File: src/rtl/lib_edge_flg_bank.sv
// lib_edge_flg_bank: per-channel synchronised edge detector with event pulse, sticky flag,
// saturating counter and capture of the first channel to flag since all flags were clear
module lib_edge_flg_bank #(
    parameter int NCH         = 4,
    parameter int SYNC_STAGES = 2,
    parameter int CNT_W       = 8,
    localparam int CHW        = (NCH > 1) ? $clog2(NCH) : 1
) (
    input  logic                 clk,
    input  logic                 reset_n,
    input  logic [NCH-1:0]       data_i,
    input  logic [2*NCH-1:0]     mode_i,
    input  logic [NCH-1:0]       clr_i,
    output logic [NCH-1:0]       pulse_o,
    output logic [NCH-1:0]       flg_o,
    output logic [NCH*CNT_W-1:0] cnt_o,
    output logic                 any_flg_o,
    output logic                 first_vld_o,
    output logic [CHW-1:0]       first_ch_o
);
    localparam logic [2:0] WU = 3'(SYNC_STAGES + 1);

    logic [NCH-1:0]   w_s;
    logic [NCH-1:0]   w_ev;
    logic [NCH-1:0]   w_flg_nxt;
    logic [CHW-1:0]   w_low;
    logic             w_primed;
    logic [NCH-1:0]   r_prev;
    logic [NCH-1:0]   r_pulse;
    logic [NCH-1:0]   r_flg;
    logic [CNT_W-1:0] r_cnt [NCH];
    logic             r_any;
    logic             r_vld;
    logic [CHW-1:0]   r_ch;
    logic [2:0]       r_wu;

    generate
        if (SYNC_STAGES == 0) begin : g_nosync
            assign w_s = data_i;
        end else begin : g_sync
            logic [NCH-1:0] r_sync [SYNC_STAGES];
            always_ff @(posedge clk or negedge reset_n) begin
                if (!reset_n) begin
                    for (int i = 0; i < SYNC_STAGES; i++) r_sync[i] <= '0;
                end else begin
                    r_sync[0] <= data_i;
                    for (int i = 1; i < SYNC_STAGES; i++) r_sync[i] <= r_sync[i-1];
                end
            end
            assign w_s = r_sync[SYNC_STAGES-1];
        end
    endgenerate

    // Edges are ignored until the reset zeros have been flushed out of the synchroniser
    assign w_primed  = (r_wu == WU);
    assign w_flg_nxt = w_ev | (r_flg & ~clr_i);

    always_comb begin
        w_ev  = '0;
        w_low = '0;
        for (int n = 0; n < NCH; n++)
            w_ev[n] = w_primed & ((mode_i[2*n] & ~r_prev[n] & w_s[n]) | (mode_i[2*n+1] & r_prev[n] & ~w_s[n]));
        for (int n = NCH - 1; n >= 0; n--)
            if (w_ev[n]) w_low = CHW'(n);
    end

    always_ff @(posedge clk or negedge reset_n) begin
        if (!reset_n) begin
            r_wu    <= '0;
            r_prev  <= '0;
            r_pulse <= '0;
            r_flg   <= '0;
            r_any   <= 1'b0;
            r_vld   <= 1'b0;
            r_ch    <= '0;
            for (int n = 0; n < NCH; n++) r_cnt[n] <= '0;
        end else begin
            r_wu    <= w_primed ? r_wu : r_wu + 3'd1;
            r_prev  <= w_s;
            r_pulse <= w_ev;
            r_flg   <= w_flg_nxt;
            r_any   <= |w_flg_nxt;
            for (int n = 0; n < NCH; n++) begin
                if (clr_i[n])
                    r_cnt[n] <= CNT_W'(w_ev[n]);
                else if (w_ev[n] && r_cnt[n] != '1)
                    r_cnt[n] <= r_cnt[n] + CNT_W'(1);
            end
            // Capture survives a clear that coincides with a new event
            if (w_flg_nxt == '0) begin
                r_vld <= 1'b0;
            end else if (!r_vld && w_ev != '0) begin
                r_vld <= 1'b1;
                r_ch  <= w_low;
            end
        end
    end

    generate
        for (genvar g = 0; g < NCH; g++) begin : g_cnt
            assign cnt_o[g*CNT_W +: CNT_W] = r_cnt[g];
        end
    endgenerate

    assign pulse_o     = r_pulse;
    assign flg_o       = r_flg;
    assign any_flg_o   = r_any;
    assign first_vld_o = r_vld;
    assign first_ch_o  = r_ch;
endmodule

File: config.mk
export PLATFORM = sky130hd
export DESIGN_NAME = lib_edge_flg_bank
export DESIGN_NICKNAME = d
export VERILOG_FILES = /design/src/rtl/lib_edge_flg_bank.sv
export SDC_FILE = /design/constraint.sdc
export NUM_CORES = 1
export LEC_CHECK = 0
export ABC_AREA = 1
export CAP_MARGIN = 25
export CORE_MARGIN = 1
export CORE_UTILIZATION = 39
export CTS_CLUSTER_DIAMETER = 30
export DETAILED_ROUTE_END_ITERATION = 12
export GPL_ROUTABILITY_DRIVEN = 1
export GPL_TIMING_DRIVEN = 1
export SYNTH_ARGS = -nofsm -noshare
export SYNTH_HDL_FRONTEND = slang
export SYNTH_SLANG_ARGS = --single-unit
File: constraint.sdc
create_clock -name clk -period 2 [get_ports clk]
set_clock_uncertainty 0.05 [all_clocks]
set_input_delay 0.3 -clock clk [delete_from_list [all_inputs] [get_ports clk]]
set_output_delay 0.3 -clock clk [all_outputs]
set_load 0.005 [all_outputs]
After elaboration in Yosys (flattened, before gate mapping) --
Cells that the tools add are included. W data, S select, Z words.
Cells by class: $add $sub $neg 5, equality and inequality tests 5, muxes and demuxes 14, bitwise gates (word level) 36, reduce and logical (&&, ||, !) cells 15
Operators with widths (number):
- $mux W8 | 8
- $add A8 B1 Y8 const B | 4
- $ne A8 B8 Y1 const B | 4
- $and A1 B1 Y1 | 20
- $reduce_bool A2 Y1 | 5
- $not A1 Y1 | 9
- $mux W2 | 4
- $logic_and A1 B1 Y1 | 5
- $and A4 B4 Y4 | 1
- $logic_not A4 Y1 | 1
- $not A4 Y4 | 1
- $or A1 B1 Y1 | 4
- $or A4 B4 Y4 | 1
- $reduce_bool A4 Y1 | 1
- $reduce_or A4 Y1 | 1
- $add A3 B1 Y3 const B | 1
- $eq A3 B2 Y1 const B | 1
- $mux W1 | 2
- $reduce_and A2 Y1 | 1
- $logic_not A1 Y1 | 1
Storage, ports and cells: bits in registers 59, input port bits 18, logic and storage cells 88

Logic depth before layout (Yosys ltp) --
Gate-level depths: netlist of run 1.
depth after elaboration 9, gate-level depth with buffers 9, depth with buffers taken out 9

Worst setup path before layout of run 1 --
No wires, ideal clock.
path kind flip-flop to flip-flop, start register r_wu[0], end register r_cnt (netlist bit cnt_o[6]), arrival time 1.326 ns, required time 1.822 ns, setup slack 0.496 ns, cell stages (with the launch flop) 8, path through dfrtp_1 -> ha_1 -> ha_1 -> buf_6 -> nand3_2 -> a21oi_2 -> nor2_2 -> o21ai_0
On the way: longest elaborated chain between the ends 4
RTL lines:
- from (decl) | line 35 | logic [2:0] r_wu;
- from (signal assigned) | line 78 | r_wu <= w_primed ? r_wu : r_wu + 3'd1;
- $eq A3 B2 Y1 | line 55 | assign w_primed = (r_wu == WU);
- $and A1 B1 Y1 | line 62 | w_ev[n] = w_primed & ((mode_i[2*n] & ~r_prev[n] & w_s[n]) | (mode_i[2*n+1] & r_prev[n] & ~w_s[n]));
- $logic_and A1 B1 Y1 | line 86 | else if (w_ev[n] && r_cnt[n] != '1)
- $reduce_bool A2 Y1 (no source line)
- to (signal, indexed assignment) | line 85 | r_cnt[n] <= CNT_W'(w_ev[n]);
- to (signal, indexed assignment) | line 87 | r_cnt[n] <= r_cnt[n] + CNT_W'(1);
- to (decl) | line 31 | logic [CNT_W-1:0] r_cnt [NCH];
No other way between the ends. A chain may end at the register's enable or synchronous reset.

Worst setup path in the final report of run 1 --
start register r_wu[0], end register r_cnt (netlist bit cnt_o[26])
The elaborated chain is that of the path after synthesis.

==> qor.txt, run 1 <==
outcome = completed
number of CTS-inserted buffers = 9
number of design rule violations left after detail routing = 0
startpoint type of the worst setup path = register
Yosys top cell by area = sky130_fd_sc_hd__dfrtp_1
share of the synthesized area in compound gates (AO/OA/AOI/OAI) = 0.0706
area growth from synthesis to layout = 33.3%
Worst IR Drop VDD = 0.000393 V
sum of negative setup slack = 0 ps
number of placed I/O pins = 62
worst hold-check slack = 303 ps
buffer levels on the longest clock path = 2
fraction of registers with async set/reset = 1.00
number of sinks driven by the clock tree = 59
DP HPWL = 4.49 mm
Synth cell types = 29
syn nets = 364
share of synthesized area spent on multiplexers = 0.00388
GP Congestion = 0.827
first-iteration detailed-routing DRC count = 98
average via count per standard cell = 4.70
total vias in the final route = 2445
top-area cell type share of the netlist area = 0.508
prevailing post-synth register cell = sky130_fd_sc_hd__dfrtp_1
CP arrival = 1940 ps
Post-Synth Adder-Cell Area = 0.0258
power density relative to cell area = 709 mW/mm2
Tot Pwr = 2750 uW
share of the cycle needed by the critical path after routing = 0.896
Max-cap violations = 0
overall die height = 88.3 um
count of endpoints failing setup in the final report = 0
fraction of layout instances using a drive strength above 1 = 0.116
Port-buffer cells = 61
insertion delay of the later-clocked pin in the worst-skew pair = 330 ps
Setup Slack @ Placement = 13.7 ps
flip-flop and latch count after synthesis = 59
Avg WL per Cell = 11.9 um
netlist area before placement = 0.00291 mm2
overall global routing resource usage = 0.170
XOR/XNOR Fraction of Synth Area = 0.0271
share of synthesized cell area in and, or, nand and nor gates = 0.311
core occupancy in the finished layout = 0.537
wire length of the first global-routing pass = 10.1 mm
CTS clk-pin slew, worst paths = 60 ps
number of warning messages in the yosys log = 0
Lkg Pwr = 0.00180 uW
final period demand of the worst path = 1790 ps
Fill cells = 676
RSZ-0062 raised after global routing = false
Die Area = 0.00780 mm2
post-CTS setup-driven buffer insertion count = 0
Critical Path RT = 2150 ps
transition at the pin with the smallest max-transition slack = 330 ps
CTS tree = done
Clock H-tree levels = 3
Setup WS post-layout = 207 ps
via count of the first global-routing pass = 2192
total global routing overflow = 0
maximum number of pins on one net before global-route repair = 60
mean area per synthesized cell = 8.54 um2
die width = 88.3 um
Worst Setup End Kind = register
remaining number of nets flagged by the antenna check after routing = 0
hold violation count in the final report = 0
fraction of the yosys area taken by sequential cells = 0.508
post-synthesis instance total = 340
clock root buffer = sky130_fd_sc_hd__clkbuf_8
Starting Density = 0.403
worst min path class = register to register
diodes inserted = 0
number of nets in the layout = 440
main combinational cell family by area after synthesis = simple AND/OR/NAND/NOR gates
most frequent standard cell in the layout excluding fill and tap cells = sky130_fd_sc_hd__nand2_1
DRT Wirelength = 6.18 mm
router iterations before antenna repair = 4
Worst Path Max Fanout = 9
Setup CP Type = register to register
FP Rows = 31
max-slew violation count = 0
number of antenna violations at the first check in global routing = 0
number of enable flip-flop cells after synthesis = 0
highest clock rate = 558 MHz
top library cells by usage in the layout, fill and taps aside = sky130_fd_sc_hd__nand2_1 (102), sky130_fd_sc_hd__clkdlybuf4s50_1 (60), sky130_fd_sc_hd__dfrtp_1 (59), sky130_fd_sc_hd__inv_1 (33), sky130_fd_sc_hd__nand3_1 (31)
main area contributors after synthesis = sky130_fd_sc_hd__dfrtp_1 (51%), sky130_fd_sc_hd__nand2_1 (13%), sky130_fd_sc_hd__nand3_1 (5.3%)
standard cell core area = 0.00721 mm2
Slew headroom = 0.780
-- per-stage QoR --
stage | instance area, um2 | std cells
2_1_floorplan | 2910 | 340
3_5_place_dp | 3670 | 503
5_1_grt | 3870 | 520
4_1_cts | 3870 | 520
3_3_place_gp | 3670 | 503
6_report | 3870 | 520
-- critical path: stages (launching register included) --
cell	delay, ps
sky130_fd_sc_hd__dfrtp_1	360
sky130_fd_sc_hd__ha_1	160
sky130_fd_sc_hd__ha_2	340
sky130_fd_sc_hd__nand3_2	190
sky130_fd_sc_hd__a21oi_2	310
sky130_fd_sc_hd__nor2_4	100
sky130_fd_sc_hd__nand2_1	70
sky130_fd_sc_hd__o21ai_0	80
-- state kept, by name, summed over array words and instances, names as in the netlist --
signal / count
g_sync.r_sync: 4
any_flg_o: 1
w_s: 4
first_vld_o: 1
flg_o: 4
first_ch_o: 2
cnt_o: 32
r_wu: 3
pulse_o: 4
r_prev: 4
-- Yosys cell counts (4+ instances only) --
cell / count
sky130_fd_sc_hd__nand3_1: 31
sky130_fd_sc_hd__o21ai_1: 7
sky130_fd_sc_hd__nor2_2: 5
sky130_fd_sc_hd__xor2_1: 8
sky130_fd_sc_hd__nor2_1: 26
sky130_fd_sc_hd__a21oi_1: 5
sky130_fd_sc_hd__nand2_1: 102
sky130_fd_sc_hd__nor2_4: 4
sky130_fd_sc_hd__dfrtp_1: 59
sky130_fd_sc_hd__nand4_1: 9
sky130_fd_sc_hd__o21ai_0: 14
sky130_fd_sc_hd__inv_1: 33
sky130_fd_sc_hd__ha_1: 6
-- path summary, 6_finish.rpt --
| kind | start | endpoint | slack (ps) | cells after the start |
|---|---|---|---|---|
| max reg2reg | r_wu[0] | cnt_o[26] | 210 | 7 |
| min reg2reg | g_sync.r_sync[4] | w_s[0] | 300 | 0 |
| min in group asynchronous | reset_n | cnt_o[14] | 440 | 3 |
| max in group asynchronous | reset_n | cnt_o[31] | 1170 | 3 |
| min | g_sync.r_sync[4] | w_s[0] | 300 | 0 |
| max | r_wu[0] | cnt_o[26] | 210 | 7 |
-- final cells by class --
class | instances | area [um2] | share of cell area
flip-flops and latches | 59 | 1480 | 0.381
multi-input cells | 242 | 1280 | 0.330
repair buffers | 67 | 666 | 0.172
clock buffers | 15 | 186 | 0.0481
inverters | 37 | 139 | 0.0359
well taps | 99 | 124 | 0.0320
clock inverters | 1 | 5.00 | 0.00129
-- per-layer routing --
layer | share of wire | global-route usage | up-vias
met4 | 0.018 | 0.0865 | 0
li1 | - | - | 1247
met5 | 0 | 0 | -
met2 | 0.47 | 0.251 | 61
met1 | 0.48 | 0.232 | 1127
met3 | 0.040 | 0.0410 | 10
-- where the power goes --
part / switching, uW / internal, uW / leakage (uW)
Combinational: 188 / 206 / 0.000950
Sequential: 60.0 / 1270 / 0.000746
Clock: 441 / 585 / 0.0000997
-- kinds of logic after synthesis --
family	Yosys count
AOI/OAI and AO/OA	35
xor gates and xnor gates	9
adders and majority gates	6
buffers and inverters	39
DFF	59
muxes	1
and+or+nand+nor	191
-- repair_timing --
action,CTS,global route
setup endpoints to repair,0,19
resized for setup,0,1
hold buffers,1,0
endpoints found under the hold margin,59,0
(Power assumes the default switching activity.)
==> inputs of run 2 (changes only) <==
DONT_BUFFER_PORTS = 1   (was not set)
REMOVE_ABC_BUFFERS = 1   (was not set)
==> run 2 against run 1 <==
Net effect: maximum frequency up 1.6%; routed wire length down 3.0%; first-iteration DRC count fell by 12%; die area unchanged; cell count is 12% lower; sequential share of layout area is 7.3 points higher; hold slack worse by 240 ps; critical path type unchanged.
==> qor.txt, run 2 (synthesis results as in run 1) <==
Multi-input gate area = 0.00128 mm2 (unchanged)
fraction of layout instances using a drive strength above 1 = 0.120 (was 0.116)
max-slew violation count = 0 (unchanged)
CP peak stage delay = 360 ps (about the same)
Port-buffer cells = 0 (was 61)
worst min path class = input pin to register (was register to register)
highest clock rate = 566 MHz (was 558 MHz)
CP arrival = 1920 ps (was 1940 ps)
CTS tree = done (unchanged)
worst setup slack for register-to-register paths = 230 ps (was 210 ps)
Fill cells = 747 (was 676)
Largest register FFs = 32 (unchanged)
FP Rows = 31 (unchanged)
top library cells by usage in the layout, fill and taps aside = sky130_fd_sc_hd__nand2_1 (102), sky130_fd_sc_hd__dfrtp_1 (59), sky130_fd_sc_hd__inv_1 (33), sky130_fd_sc_hd__nand3_1 (31), sky130_fd_sc_hd__nor2_1 (26) (was sky130_fd_sc_hd__nand2_1 (102), sky130_fd_sc_hd__clkdlybuf4s50_1 (60), sky130_fd_sc_hd__dfrtp_1 (59), sky130_fd_sc_hd__inv_1 (33), sky130_fd_sc_hd__nand3_1 (31))
Worst Setup End Kind = register (unchanged)
CTS clk-pin slew, worst paths = 70 ps (was 60 ps)
number of design rule violations left after detail routing = 0 (unchanged)
total global routing overflow = 0 (unchanged)
Lkg Pwr = 0.00156 uW (was 0.00180 uW)
post-place instance area = 0.00301 mm2 (was 0.00367 mm2)
transition at the pin with the smallest max-transition slack = 327 ps (was 330 ps)
die width = 88.3 um (unchanged)
remaining number of nets flagged by the antenna check after routing = 0 (unchanged)
launching point of the worst reg2reg path = r_wu[0] (unchanged)
power density relative to cell area = 767 mW/mm2 (was 709 mW/mm2)
most frequent standard cell in the layout excluding fill and tap cells = sky130_fd_sc_hd__nand2_1 (unchanged)
number of nets in the layout = 379 (was 440)
via count of the first global-routing pass = 2116 (was 2192)
number of CTS-inserted buffers = 9 (unchanged)
Max-cap violations = 0 (unchanged)
insertion delay of the later-clocked pin in the worst-skew pair = 330 ps (about the same)
buffer levels on the longest clock path = 2 (unchanged)
worst min-delay path endpoint = cnt_o[21] (was w_s[0])
count of endpoints failing setup in the final report = 0 (unchanged)
Placed Cells = 437 (was 503)
post-CTS setup-driven buffer insertion count = 0 (unchanged)
sum of negative setup slack = 0 ps (unchanged)
met2 track demand over resource in global routing = 0.264 (was 0.251)
Worst Path Max Fanout = 9 (unchanged)
hold violation count in the final report = 0 (unchanged)
GP Congestion = 0.773 (was 0.827)
Min-Delay Path Depth = 3 (was 0)
area growth from synthesis to layout = 12.0% (was 33.3%)
total vias in the final route = 2203 (was 2445)
Critical Path RT = 2150 ps (about the same)
Starting Density = 0.403 (unchanged)
overall global routing resource usage = 0.171 (was 0.170)
worst reg2reg path depth = 7 (unchanged)
startpoint type of the worst setup path = register (unchanged)
number of sinks driven by the clock tree = 59 (unchanged)
busiest grt layer = met2 (unchanged)
routing usage on met3 = 0.0588 (was 0.0410)
fraction of met1 tracks used by global routing = 0.207 (was 0.232)
overall die height = 88.3 um (unchanged)
standard cell core area = 0.00721 mm2 (unchanged)
maximum number of pins on one net before global-route repair = 60 (unchanged)
critical path, cell by cell = ha_1 -> ha_2 -> nand3_2 -> a21oi_2 -> nor2_4 -> nand2_1 -> o21ai_0 (unchanged)
Slew headroom = 0.780 (about the same)
number of placed I/O pins = 62 (unchanged)
critical path's slowest cell = sky130_fd_sc_hd__dfrtp_1 (unchanged)
first-iteration detailed-routing DRC count = 86 (was 98)
wire length of the first global-routing pass = 9.92 mm (was 10.1 mm)
DP HPWL = 4.29 mm (was 4.49 mm)
final period demand of the worst path = 1770 ps (was 1790 ps)
clock root buffer = sky130_fd_sc_hd__clkbuf_8 (unchanged)
r2r endpoint = cnt_o[30] (was cnt_o[26])
Final Non-Filler Cells = 458 (was 520)
share of the cycle needed by the critical path after routing = 0.883 (was 0.896)
Die Area = 0.00780 mm2 (unchanged)
average via count per standard cell = 4.81 (was 4.70)
fin area = 0.00325 mm2 (was 0.00387 mm2)
Avg WL per Cell = 13.1 um (was 11.9 um)
Clock H-tree levels = 3 (unchanged)
DRT Wirelength = 5.99 mm (was 6.18 mm)
sequential standard cell area = 0.00148 mm2 (unchanged)
Min-Delay Startpoint = clr_i[2] (was g_sync.r_sync[4])
diodes inserted = 0 (unchanged)
Setup CP Type = register to register (unchanged)
outcome = completed (unchanged)
router iterations before antenna repair = 4 (unchanged)
RSZ-0062 raised after global routing = false (unchanged)
worst hold-check slack = 66.4 ps (was 303 ps)
Worst IR Drop VDD = 0.000361 V (was 0.000393 V)
number of antenna violations at the first check in global routing = 0 (unchanged)
[run 2: changes by cell type in the layout (fill, tap and decap cells not counted)]
cell and change:
sky130_fd_sc_hd__buf_2 -1, sky130_fd_sc_hd__dlygate4sd3_1 +4, sky130_fd_sc_hd__clkdlybuf4s50_1 -60, sky130_fd_sc_hd__buf_4 -4, sky130_fd_sc_hd__clkbuf_8 -3, sky130_fd_sc_hd__clkinv_2 +2
sky130_fd_sc_hd__buf_16 +1, sky130_fd_sc_hd__buf_12 -1
[run 2: worst max-delay path: cells and delay by family (launching register included)]
kind | cells | cell delay, ps
fa+ha+maj | 2 | 500
simple gates | 3 | 350
flops | 1 | 360
compound gates | 2 | 380
[run 2: through the flow]
step           setup WS [ps]   util  power, uW
3_3_place_gp             167  0.418       1560
3_5_place_dp            41.8  0.418       1570
6_report                 235  0.451       2490
5_1_grt                 71.1  0.451       2640
2_1_floorplan            319      -       1500
4_1_cts                 38.8  0.451       2530
[run 2: metal layers]
metal | routed length [um] | vias up
met5 | 0 | -
met1 | 2740 | 1023
met2 | 2780 | 42
met4 | 108 | 0
met3 | 367 | 7
li1 | - | 1131
[run 2: repair_timing]
| action | CTS | global route |
|---|---|---|
| endpoints found under the hold margin | 63 | 0 |
| hold buffers | 6 | 0 |
| endpoints found under the setup margin | 0 | 16 |
| gates resized for setup | 0 | 1 |
[run 2: final cells by class]
type	count	share of cell area
clock buffer	12	0.0446
clock inverter	3	0.00462
inverter	37	0.0427
multi-input combinational	242	0.392
sequential	59	0.454
tap	99	0.0381
timing repair buffer	6	0.0238
[run 2: how the worst max path moves through the flow]
| stage | startpoint | cells after the start | slack [ps] | endpoint |
|---|---|---|---|---|
| final | r_wu[0] | 7 | 230 | cnt_o[30] |
| after global routing | r_wu[0] | 6 | 70 | cnt_o[6] |
| after CTS | r_wu[0] | 7 | 40 | cnt_o[30] |
| after detailed placement | r_wu[0] | 7 | 40 | cnt_o[30] |
| after global placement | r_wu[0] | 7 | 170 | cnt_o[6] |
| after floorplan | r_wu[0] | 7 | 320 | cnt_o[30] |
[run 2: report_power, final]
part	switching [uW]	internal, uW	leakage (uW)	total (uW)
logic	150	83.5	0.000727	234
clock network	448	471	0.0000860	919
registers	75.5	1270	0.000746	1340
==> inputs of run 3 (changes only) <==
RECOVER_POWER = 50   (was not set)
==> run 3 against run 2 <==
Net effect: via count unchanged; global-route usage did not move; die area stayed put.
==> qor.txt, run 3 (synthesis results as in run 1) <==
outcome = completed (unchanged)
Worst Path Max Fanout = 9 (unchanged)
Die Area = 0.00780 mm2 (unchanged)
max-slew violation count = 0 (unchanged)
standard cell core area = 0.00721 mm2 (unchanged)
FP Rows = 31 (unchanged)
fin area = 0.00323 mm2 (was 0.00325 mm2)
RSZ-0062 raised after global routing = false (unchanged)
via count of the first global-routing pass = 2116 (unchanged)
worst setup slack for register-to-register paths = 230 ps (about the same)
Max-cap violations = 0 (unchanged)
overall die height = 88.3 um (unchanged)
number of nets in the layout = 379 (unchanged)
DP HPWL = 4.29 mm (unchanged)
Largest register FFs = 32 (unchanged)
top library cells by usage in the layout, fill and taps aside = sky130_fd_sc_hd__nand2_1 (102), sky130_fd_sc_hd__dfrtp_1 (59), sky130_fd_sc_hd__inv_1 (33), sky130_fd_sc_hd__nand3_1 (31), sky130_fd_sc_hd__nor2_1 (26) (unchanged)
CTS tree = done (unchanged)
buffer levels on the longest clock path = 2 (unchanged)
total vias in the final route = 2203 (unchanged)
net switching power figure = 673 uW (was 674 uW)
Avg WL per Cell = 13.1 um (about the same)
number of antenna violations at the first check in global routing = 0 (unchanged)
CTS clk-pin slew, worst paths = 70 ps (about the same)
final period demand of the worst path = 1770 ps (unchanged)
transition at the pin with the smallest max-transition slack = 804 ps (was 327 ps)
power density relative to cell area = 770 mW/mm2 (was 767 mW/mm2)
clock root buffer = sky130_fd_sc_hd__clkbuf_8 (unchanged)
Clock power frac = 0.369 (was 0.368)
internal cell power = 1820 uW (about the same)
worst min-delay path endpoint = cnt_o[21] (unchanged)
DRT Wirelength = 6.00 mm (was 5.99 mm)
Port-buffer cells = 0 (unchanged)
diodes inserted = 0 (unchanged)
worst reg2reg path depth = 7 (unchanged)
Worst IR Drop VDD = 0.000361 V (about the same)
CP arrival = 1920 ps (about the same)
most frequent standard cell in the layout excluding fill and tap cells = sky130_fd_sc_hd__nand2_1 (unchanged)
combinational power share = 0.092 (was 0.094)
router iterations before antenna repair = 4 (unchanged)
highest clock rate = 566 MHz (unchanged)
Final Non-Filler Cells = 458 (unchanged)
Min-Delay Startpoint = clr_i[2] (unchanged)
insertion delay of the later-clocked pin in the worst-skew pair = 330 ps (about the same)
Worst Setup End Kind = register (unchanged)
r2r endpoint = cnt_o[30] (unchanged)
Reg power frac = 0.539 (was 0.538)
number of CTS-inserted buffers = 9 (unchanged)
overall global routing resource usage = 0.171 (unchanged)
share of the cycle needed by the critical path after routing = 0.883 (unchanged)
hold violation count in the final report = 0 (unchanged)
Lkg Pwr = 0.00155 uW (was 0.00156 uW)
number of design rule violations left after detail routing = 0 (unchanged)
Starting Density = 0.403 (unchanged)
Clock H-tree levels = 3 (unchanged)
switching power as a share of total power = 0.270 (about the same)
sum of negative setup slack = 0 ps (unchanged)
Min-Delay Path Depth = 3 (unchanged)
die width = 88.3 um (unchanged)
total global routing overflow = 0 (unchanged)
number of placed I/O pins = 62 (unchanged)
remaining number of nets flagged by the antenna check after routing = 0 (unchanged)
Critical Path RT = 2150 ps (about the same)
post-place instance area = 0.00301 mm2 (unchanged)
count of endpoints failing setup in the final report = 0 (unchanged)
Placed Cells = 437 (unchanged)
wire length of the first global-routing pass = 9.92 mm (unchanged)
launching point of the worst reg2reg path = r_wu[0] (unchanged)
Fill cells = 749 (was 747)
fraction of layout instances using a drive strength above 1 = 0.120 (unchanged)
average via count per standard cell = 4.81 (unchanged)
number of sinks driven by the clock tree = 59 (unchanged)
GP Congestion = 0.773 (unchanged)
worst min path class = input pin to register (unchanged)
Setup CP Type = register to register (unchanged)
startpoint type of the worst setup path = register (unchanged)
sequential standard cell area = 0.00148 mm2 (unchanged)
area growth from synthesis to layout = 11.3% (was 12.0%)
Multi-input gate area = 0.00128 mm2 (unchanged)
Slew headroom = 0.464 (was 0.780)
post-CTS setup-driven buffer insertion count = 0 (unchanged)
first-iteration detailed-routing DRC count = 86 (unchanged)
maximum number of pins on one net before global-route repair = 60 (unchanged)
[run 3: changes by cell type in the layout (fill, tap and decap cells not counted)]
cell	delta
sky130_fd_sc_hd__buf_16	-1
sky130_fd_sc_hd__clkbuf_4	+1
[run 3: cell type report]
cell class | count | area share
sequential | 59 | 0.457
multi-input combinational | 242 | 0.395
clock buffer | 12 | 0.0449
inverter | 37 | 0.0430
tap | 99 | 0.0383
timing repair buffer | 6 | 0.0178
clock inverter | 3 | 0.00464
[run 3: worst max path at each step]
| stage | startpoint | to | slack, ps | depth (start not counted) |
|---|---|---|---|---|
| 2_1_floorplan | r_wu[0] | cnt_o[30] | 320 | 7 |
| 3_3_place_gp | r_wu[0] | cnt_o[6] | 170 | 7 |
| 3_5_place_dp | r_wu[0] | cnt_o[30] | 40 | 7 |
| 4_1_cts | r_wu[0] | cnt_o[30] | 40 | 7 |
| 5_1_grt | r_wu[0] | cnt_o[6] | 70 | 6 |
| 6_report | r_wu[0] | cnt_o[30] | 230 | 7 |
[run 3: critical path, cell delays in order (launching register included)]
cell                      delay (ps)
sky130_fd_sc_hd__dfrtp_1         360
sky130_fd_sc_hd__ha_1            160
sky130_fd_sc_hd__ha_2            340
sky130_fd_sc_hd__nand3_2         180
sky130_fd_sc_hd__a21oi_2         300
sky130_fd_sc_hd__nor2_4          100
sky130_fd_sc_hd__nand2_1          70
sky130_fd_sc_hd__o21ai_0          80
[run 3: timing repair]
item / in CTS / in global routing
resized for setup: 0 / 1
setup endpoints to repair: 0 / 16
endpoints found under the hold margin: 63 / 0
hold buffers: 6 / 0
[run 3: layer usage]
layer	track usage	wire [um]	vias up
met3	0.0588	367	7
met4	0.0982	108	0
met1	0.207	2750	1023
met2	0.264	2780	42
met5	0	0	-
li1	-	-	1131
[run 3: power by group through the flow]
stage                     Clock [uW]  Combinational (uW)  Sequential [uW]
after floorplan                    0                 162             1340
after global placement             0                 197             1360
after detailed placement           0                 201             1370
after CTS                        948                 240             1340
after global routing            1010                 270             1350
final                            919                 228             1340
[run 3: stage by stage]
step / setup slack [ps] / util / total power (uW) / hold slack, ps
after global routing: 71.1 / 0.448 / 2640 / 57.7
final: 235 / 0.448 / 2490 / 66.4
after global placement: 167 / 0.418 / 1560 / -44.6
after CTS: 38.8 / 0.451 / 2530 / 52.4
after detailed placement: 41.8 / 0.418 / 1570 / -44.6
after floorplan: 319 / - / 1500 / -45.6
